==> src/rtl/i2s_tx.sv <==
// I2S / left-justified / right-justified serial transmitter, frame master (64 bclk per frame).
// Optional build macro I2S_TX_UNDERRUN_REPEAT_EN: on underrun, retransmit the last pair instead of zeros.
module i2s_tx #(
  parameter int    DW   = 32,
  parameter string TYPE = "I2S"
) (
  input  logic          bclk,
  input  logic          rst,
  input  logic          in_valid,
  output logic          in_ready,
  input  logic [DW-1:0] in_l,
  input  logic [DW-1:0] in_r,
  output logic          lrck,
  output logic          sdata,
  output logic          underrun
);

  localparam bit         IS_LJ = (TYPE == "LJUST");
  localparam bit         IS_RJ = (TYPE == "RJUST");
  localparam logic [5:0] DW6   = 6'(DW);

  logic [5:0]    cnt, cnt_next;
  logic [DW-1:0] hold_l, hold_r, hold_l_n, hold_r_n;
  logic [DW-1:0] act_l, act_r, act_l_n, act_r_n;
  logic          hold_full, hold_full_n;
  logic          under_n, sdata_n, wrap, take, prev_lsb;
  logic [DW-1:0] word;

  // Bit carried at slot position pos; prev is the LSB of the preceding slot (I2S, DW=32 only).
  function automatic logic pick(input logic [DW-1:0] w, input logic prev, input logic [4:0] pos);
    logic [31:0] wx;
    logic [5:0]  pe;
    logic [4:0]  idx;
    logic        r;
    wx  = 32'(w);
    pe  = {1'b0, pos};
    r   = 1'b0;
    idx = '0;
    if (IS_LJ) begin
      if (pe < DW6) begin
        idx = 5'(DW6 - 6'd1 - pe);
        r   = wx[idx];
      end
    end else if (IS_RJ) begin
      if (pe + DW6 >= 6'd32) begin
        idx = 5'(6'd31 - pe);
        r   = wx[idx];
      end
    end else begin
      if (pe == '0) begin
        r = (DW == 32) ? prev : 1'b0;
      end else if (pe <= DW6) begin
        idx = 5'(DW6 - pe);
        r   = wx[idx];
      end
    end
    return r;
  endfunction

  assign in_ready = !hold_full && !rst;

  always_comb begin
    cnt_next    = cnt + 6'd1;
    wrap        = (cnt == '1);
    take        = in_valid && in_ready;
    hold_l_n    = hold_l;
    hold_r_n    = hold_r;
    hold_full_n = hold_full;
    act_l_n     = act_l;
    act_r_n     = act_r;
    under_n     = 1'b0;

    if (take) begin
      hold_l_n    = in_l;
      hold_r_n    = in_r;
      hold_full_n = 1'b1;
    end

    if (wrap) begin
      if (hold_full) begin
        act_l_n     = hold_l;
        act_r_n     = hold_r;
        hold_full_n = 1'b0;
      end else begin
        under_n = 1'b1;
`ifndef I2S_TX_UNDERRUN_REPEAT_EN
        act_l_n = '0;
        act_r_n = '0;
`endif
      end
    end

    // Outputs are registered against the upcoming count, so they line up with cnt after the edge.
    word     = cnt_next[5] ? act_r_n : act_l_n;
    prev_lsb = cnt_next[5] ? act_l[0] : act_r[0];
    sdata_n  = pick(word, prev_lsb, cnt_next[4:0]);
  end

  always_ff @(posedge bclk or posedge rst) begin
    if (rst) begin
      cnt       <= '0;
      lrck      <= 1'b0;
      sdata     <= 1'b0;
      underrun  <= 1'b0;
      hold_full <= 1'b0;
      hold_l    <= '0;
      hold_r    <= '0;
      act_l     <= '0;
      act_r     <= '0;
    end else begin
      cnt       <= cnt_next;
      lrck      <= cnt_next[5];
      sdata     <= sdata_n;
      underrun  <= under_n;
      hold_full <= hold_full_n;
      hold_l    <= hold_l_n;
      hold_r    <= hold_r_n;
      act_l     <= act_l_n;
      act_r     <= act_r_n;
    end
  end

endmodule

==> config.mk <==
export PLATFORM = sky130hd
export DESIGN_NAME = i2s_tx
export DESIGN_NICKNAME = d
export VERILOG_FILES = /design/src/rtl/i2s_tx.sv
export SDC_FILE = /design/constraint.sdc
export NUM_CORES = 1
export LEC_CHECK = 0
export ABC_AREA = 1
export BUFFER_PORTS_ARGS = -buffer_cell sky130_fd_sc_hd__clkbuf_2
export CAP_MARGIN = 30
export CORE_UTILIZATION = 50
export CTS_BUF_LIST = sky130_fd_sc_hd__clkbuf_16
export DETAILED_ROUTE_END_ITERATION = 6
export PLACE_DENSITY_LB_ADDON = 0.3
export SLEW_MARGIN = 20
export SYNTH_ARGS = -nofsm -noshare
export SYNTH_HDL_FRONTEND = slang
export SYNTH_SLANG_ARGS = --single-unit
==> constraint.sdc <==
create_clock -name bclk -period 10.1 [get_ports bclk]
set_input_delay 2.02 -clock bclk [delete_from_list [all_inputs] [get_ports bclk]]
set_output_delay 2.02 -clock bclk [all_outputs]
set_load 0.02 [all_outputs]
Yosys cells after proc, flatten, opt, wreduce, memory -nomap -nowiden:

Cells that the tools add are included.
W data, S select, Z words.

* $add $sub $neg: 2
* multipliers: 0
* div/mod/pow operators: 0
* $lt $le $gt $ge: 2
* eq/ne operators: 1
* shift operators: 0
* multiplexer cells: 15
* bitwise gates (word level): 0
* reduce and logical (&&, ||, !) cells: 5

Operators with widths (count)
* $mux W32: 5
* $mux W1: 9
* $add A6 B1 Y6 const B: 1
* $eq A6 B6 Y1 const B: 1
* $le A5 B6 Y1 const B: 1
* $lt A5 B6 Y1 const B: 1
* $bmux W1 S5: 1
* $logic_not A5 Y1: 1
* $sub A1 B5 Y5 const A: 1
* $logic_and A1 B1 Y1: 2
* $logic_not A1 Y1: 2

* flip-flop bits (word level): 138
* latch bits: 0
* bits in writable memories: 0
* ROM bits: 0
* input bits: 67
* output and inout bits: 4
* logic and storage cells: 34
* memories kept: 0

Longest topological paths before layout:

* depth in word-level cells: 7
* mapped depth: 16
* gate-level depth less buffers: 15

Worst setup path after synthesis:

OpenSTA, ideal clock, no wires.

* path kind: input port to output port
* start point: in rst
* end point: out in_ready
* arrival time: 2.329 ns
* data required time: 8.080 ns
* slack: 5.751 ns
* stages on the path: 1
* path buffers: 0
* cells stage by stage: nor2_1

* cells in the longest elaborated chain, start to end: 2

Ends and longest elaborated chain
* start: declaration: RTL line 8 `input logic rst,`
* $logic_not A1 Y1 (no source line)
* $logic_and A1 B1 Y1: RTL line 60 `assign in_ready = !hold_full && !rst;`
* end: declaration: RTL line 10 `output logic in_ready,`

Every way passes these cells.

Final worst setup path:

Ends and elaborated chain as after synthesis.

==> run summary <==
The final net count is 849. Summing every instance area after synthesis gives 6390 µm². The type of origin of the critical path is an input pin. The accumulated negative setup slack came out at 0 ns. Of all nets on the critical path, the largest fanout is 2.

The post-route core utilization came out at 59.63%. Counting flops with a built-in enable in the synthesized netlist gives 0. The wire length after detailed routing came out at 12,470 µm. The worst setup path is of the input pin to output port kind. Sorting the synthesized cells by how often they occur yields sky130_fd_sc_hd__nand2_1 (243), sky130_fd_sc_hd__dfrtp_1 (137), sky130_fd_sc_hd__inv_1 (93). The number of resized instances in the post-cts repair step is 0. From synthesis to final layout, the design area changed by 13.96%. The cell-internal power came out at 880.6 µW. The tightest min-delay check is of the flop to flop type.

In the synthesized netlist the dominant register cell turns out to be sky130_fd_sc_hd__dfrtp_1. The detailed-router iteration count before antenna repair came out at 5. The final critical-path required period is around 4.5 ns. The max-cap violation count came out at 0. The final hold slack came out at 0.4796 ns. Pin placement for this block handled 71 I/O pins. The cell at the root of the clock tree is sky130_fd_sc_hd__clkbuf_16. The maximum number of buffers from clock root to sink came out at 2. In this design, the stage delay of the slowest critical-path cell is 0.20 ns.

From left edge to right edge, the die measures 115.0 µm. The clock buffer count from CTS is 17. The total power per unit cell area came out at 154.6 nW/µm². The total via count in the routed design came out at around 4,700.

Buffers added to address setup during post-CTS repair amount to 0. The run finished with clean final reports. The first-pass GRT wire length is 22,020 µm. Setup repair after global routing left no endpoint under its margin. After the first detailed-routing iteration, the DRC count stood at between 300 and 400. The transition time at the pin with the least slew margin is 0.9301 ns. The startpoint identified for the worst hold timing path is act_r[24]$_DFF_PP0_. The row count came out at 40. The final count of pins violating max slew was 0. The most numerous cell on the critical path is sky130_fd_sc_hd__clkbuf_2. The part of the Yosys area used for sequential elements is 53.65%. The clock network fraction of design power is between 40% and 50%. After synthesis the netlist holds a flip-flop and latch count of 137. The clock latency on the worst-skew pair came out at 0.42 ns. The last weighted congestion value of the routability-driven placer is 0.8485. sky130_fd_sc_hd__dfrtp_1 takes more of the synthesized area than any other cell. The CTS sink count came out at 137.

After floorplanning, the core was sized to cover 12,210 µm². The relative contribution of sequential cells to total power is between 50 and 60%. The largest voltage drop on the vdd net is 150.1 µV. TritonCTS built the clock tree. The pin count of the biggest net entering global routing came out at between 80 and 90. Of the total power, the share spent switching nets is between 20% and 30%. The number of levels the H-tree was split into is 4. Global routing used a little over a fifth of the available tracks across all layers. The count of final hold-check violations was 0. The origin of the critical flop-to-flop path is cnt[0]$_DFF_PP0_.

The ratio of final minimum period to clock period is 44.63%. The share of flip-flops with an asynchronous set or reset after synthesis came out at 100.0%. The cell count after synthesis came out at 721. The master of the slowest instance on the critical path is sky130_fd_sc_hd__clkbuf_2. The height of the chip is 115.0 µm.

Setup violations remaining at the end of the flow were counted as 0. The required time of the worst setup path came out at 8.08 ns. The number of input and output port buffers inserted came out at 70.

The share of cells above drive strength 1 came out at 22.10%. The worst pin sits at a relative slew slack of 37.85%. For this run, design rule violations remaining after detail routing come to 0. The number of different library cells in the post-synthesis netlist came out at 24. The portion of total power attributed to combinational logic came out at 3.2%. The net switching power came out at 245.6 µW. The worst endpoint data arrival time is 2.49 ns. The detail-routed via count per cell is about 4.9. The final clock skew is between 0.01 and 0.015 ns. The warning count from the yosys run came out at 0.

The initial antenna violation count is 0. The most critical setup path has its startpoint at rst. The total of hold buffers inserted after clock tree synthesis is 0. The area fraction of the dominant cell type after synthesis came out at between 50% and 60%. The leakage power figure came out at 0.004286 µW. A synthesized cell averages 8.863 µm². The routed wirelength normalized by instance count came out at 12.99 µm. The worst setup path is captured at an output port. The total nets after synthesis came out at 790. The upper clock frequency limit came out at roughly 220 MHz. The initial core utilization came out at 52.33%. The via count of the first global-routing pass is 4,763. The repair_antennas step left the layout with diodes totalling 0.

The floorplan step defined a die boundary enclosing roughly 13,000 µm². The wire-length estimate of the detail-placed layout is a little over 8000 µm. sky130_fd_sc_hd__nand2_1 is the most common cell in the netlist.

The residual overflow from global routing came out at 0. Yosys attributes the largest share of cell area to sky130_fd_sc_hd__dfrtp_1 (54%), sky130_fd_sc_hd__nand2_1 (14%), sky130_fd_sc_hd__mux2_2 (11%). The count of antenna-violating nets left after detailed routing is 0. The clock input transition at the sequential cells of the worst setup and hold paths is 0.06 ns.

The signal on the critical path passes through clkbuf_2 -> nor2_1 -> clkbuf_2.
-- kinds of logic (layout without fill, tap and decap cells) --
kind of cell,count (synthesis),count (layout),share of synthesized area [%]
AO/OA/AOI/OAI,49,49,4.092
flip-flops,137,137,53.65
adder cells (fa/ha/maj),2,2,0.3916
buffers and inverters,130,201,9.164
multiplexers,63,63,11.10
XOR/XNOR,4,4,0.5482
AND/OR/NAND/NOR,336,336,21.05
-- cell usage in the layout, fill, tap and decap left out --
cell                         instances
sky130_fd_sc_hd__buf_8               1
sky130_fd_sc_hd__nor2_4              1
sky130_fd_sc_hd__o21ai_1            17
sky130_fd_sc_hd__nand2_1           241
sky130_fd_sc_hd__buf_4               4
sky130_fd_sc_hd__inv_4               1
sky130_fd_sc_hd__mux2_2             63
sky130_fd_sc_hd__clkbuf_16          17
sky130_fd_sc_hd__nand3_1            40
sky130_fd_sc_hd__nand3_2             1
sky130_fd_sc_hd__inv_1              97
sky130_fd_sc_hd__inv_2               1
sky130_fd_sc_hd__clkinv_4            1
sky130_fd_sc_hd__o211ai_1            1
sky130_fd_sc_hd__nand3_4             1
sky130_fd_sc_hd__o21bai_1            1
sky130_fd_sc_hd__nand3b_1            1
sky130_fd_sc_hd__clkbuf_2           70
sky130_fd_sc_hd__clkinvlp_4          3
sky130_fd_sc_hd__clkinv_1            1
sky130_fd_sc_hd__clkinv_2            4
sky130_fd_sc_hd__nor3_1              2
sky130_fd_sc_hd__a21oi_1             1
sky130_fd_sc_hd__dfrtp_2             1
sky130_fd_sc_hd__o21ai_2             3
sky130_fd_sc_hd__dfrtp_1           136
sky130_fd_sc_hd__ha_1                2
sky130_fd_sc_hd__nand2_2             2
sky130_fd_sc_hd__xor2_1              4
sky130_fd_sc_hd__nor2_1             47
sky130_fd_sc_hd__o21ai_0            26
sky130_fd_sc_hd__buf_6               1
-- worst max-delay path, delay by kind of cell --
family | cells | cell delay [ns]
simple gates | 1 | 0.16
buf+inv | 2 | 0.31
-- layout make-up --
type,count,area (µm²)
timing repair buffer,76,406.6
clock buffer,17,425.4
multi-input combinational,454,2381
fill,1129,4930
clock inverter,14,73.82
sequential,137,3430
tap,168,210.2
inverter,94,355.3
-- through the flow --
stage	setup WS (ns)	cell area [µm²]	power, µW	std cells
finish	5.592	7282	1126	960
CTS	5.590	7263	1138	959
global route	5.567	7282	1170	960
global placement	5.614	6761	609.2	928
detailed placement	5.591	6764	611.2	928
floorplan	4.412	6390	591.9	721
-- per-layer routing --
layer,global-route usage (%),vias up,wire [µm]
met3,5.640,24,495
met4,10.30,0,286
met2,34.74,101,5976
li1,-,2344,-
met5,0,-,0
met1,27.79,2218,5712
-- final timing paths --
kind                       slack (ns)  cells after the start                endpoint
max                              5.59                      3                in_ready
min                              0.48                      2     act_r[24]$_DFF_PP0_
max reg2reg                      6.51                     15         sdata$_DFF_PP0_
min reg2reg                      0.48                      2     act_r[24]$_DFF_PP0_
max in group asynchronous        7.23                      3  hold_r[20]$_DFFE_PP0P_
min in group asynchronous        1.71                      2  hold_l[31]$_DFFE_PP0P_
-- state kept, by name, indices dropped and copies added (netlist names) --
register,count
act_l,32
act_r,32
hold_l,32
hold_r,32
cnt,6
hold_full,1
sdata,1
underrun,1
-- power by group through the flow --
stage / Combinational, µW / Sequential, µW / Clock, µW
2_1_floorplan: 19.9 / 572 / 0
3_3_place_gp: 35.9 / 573 / 0
3_5_place_dp: 37.4 / 574 / 0
4_1_cts: 37.6 / 564 / 536
5_1_grt: 41.8 / 565 / 563
6_report: 36.0 / 564 / 526
No activity file was read; power rests on OpenSTA's default activity.
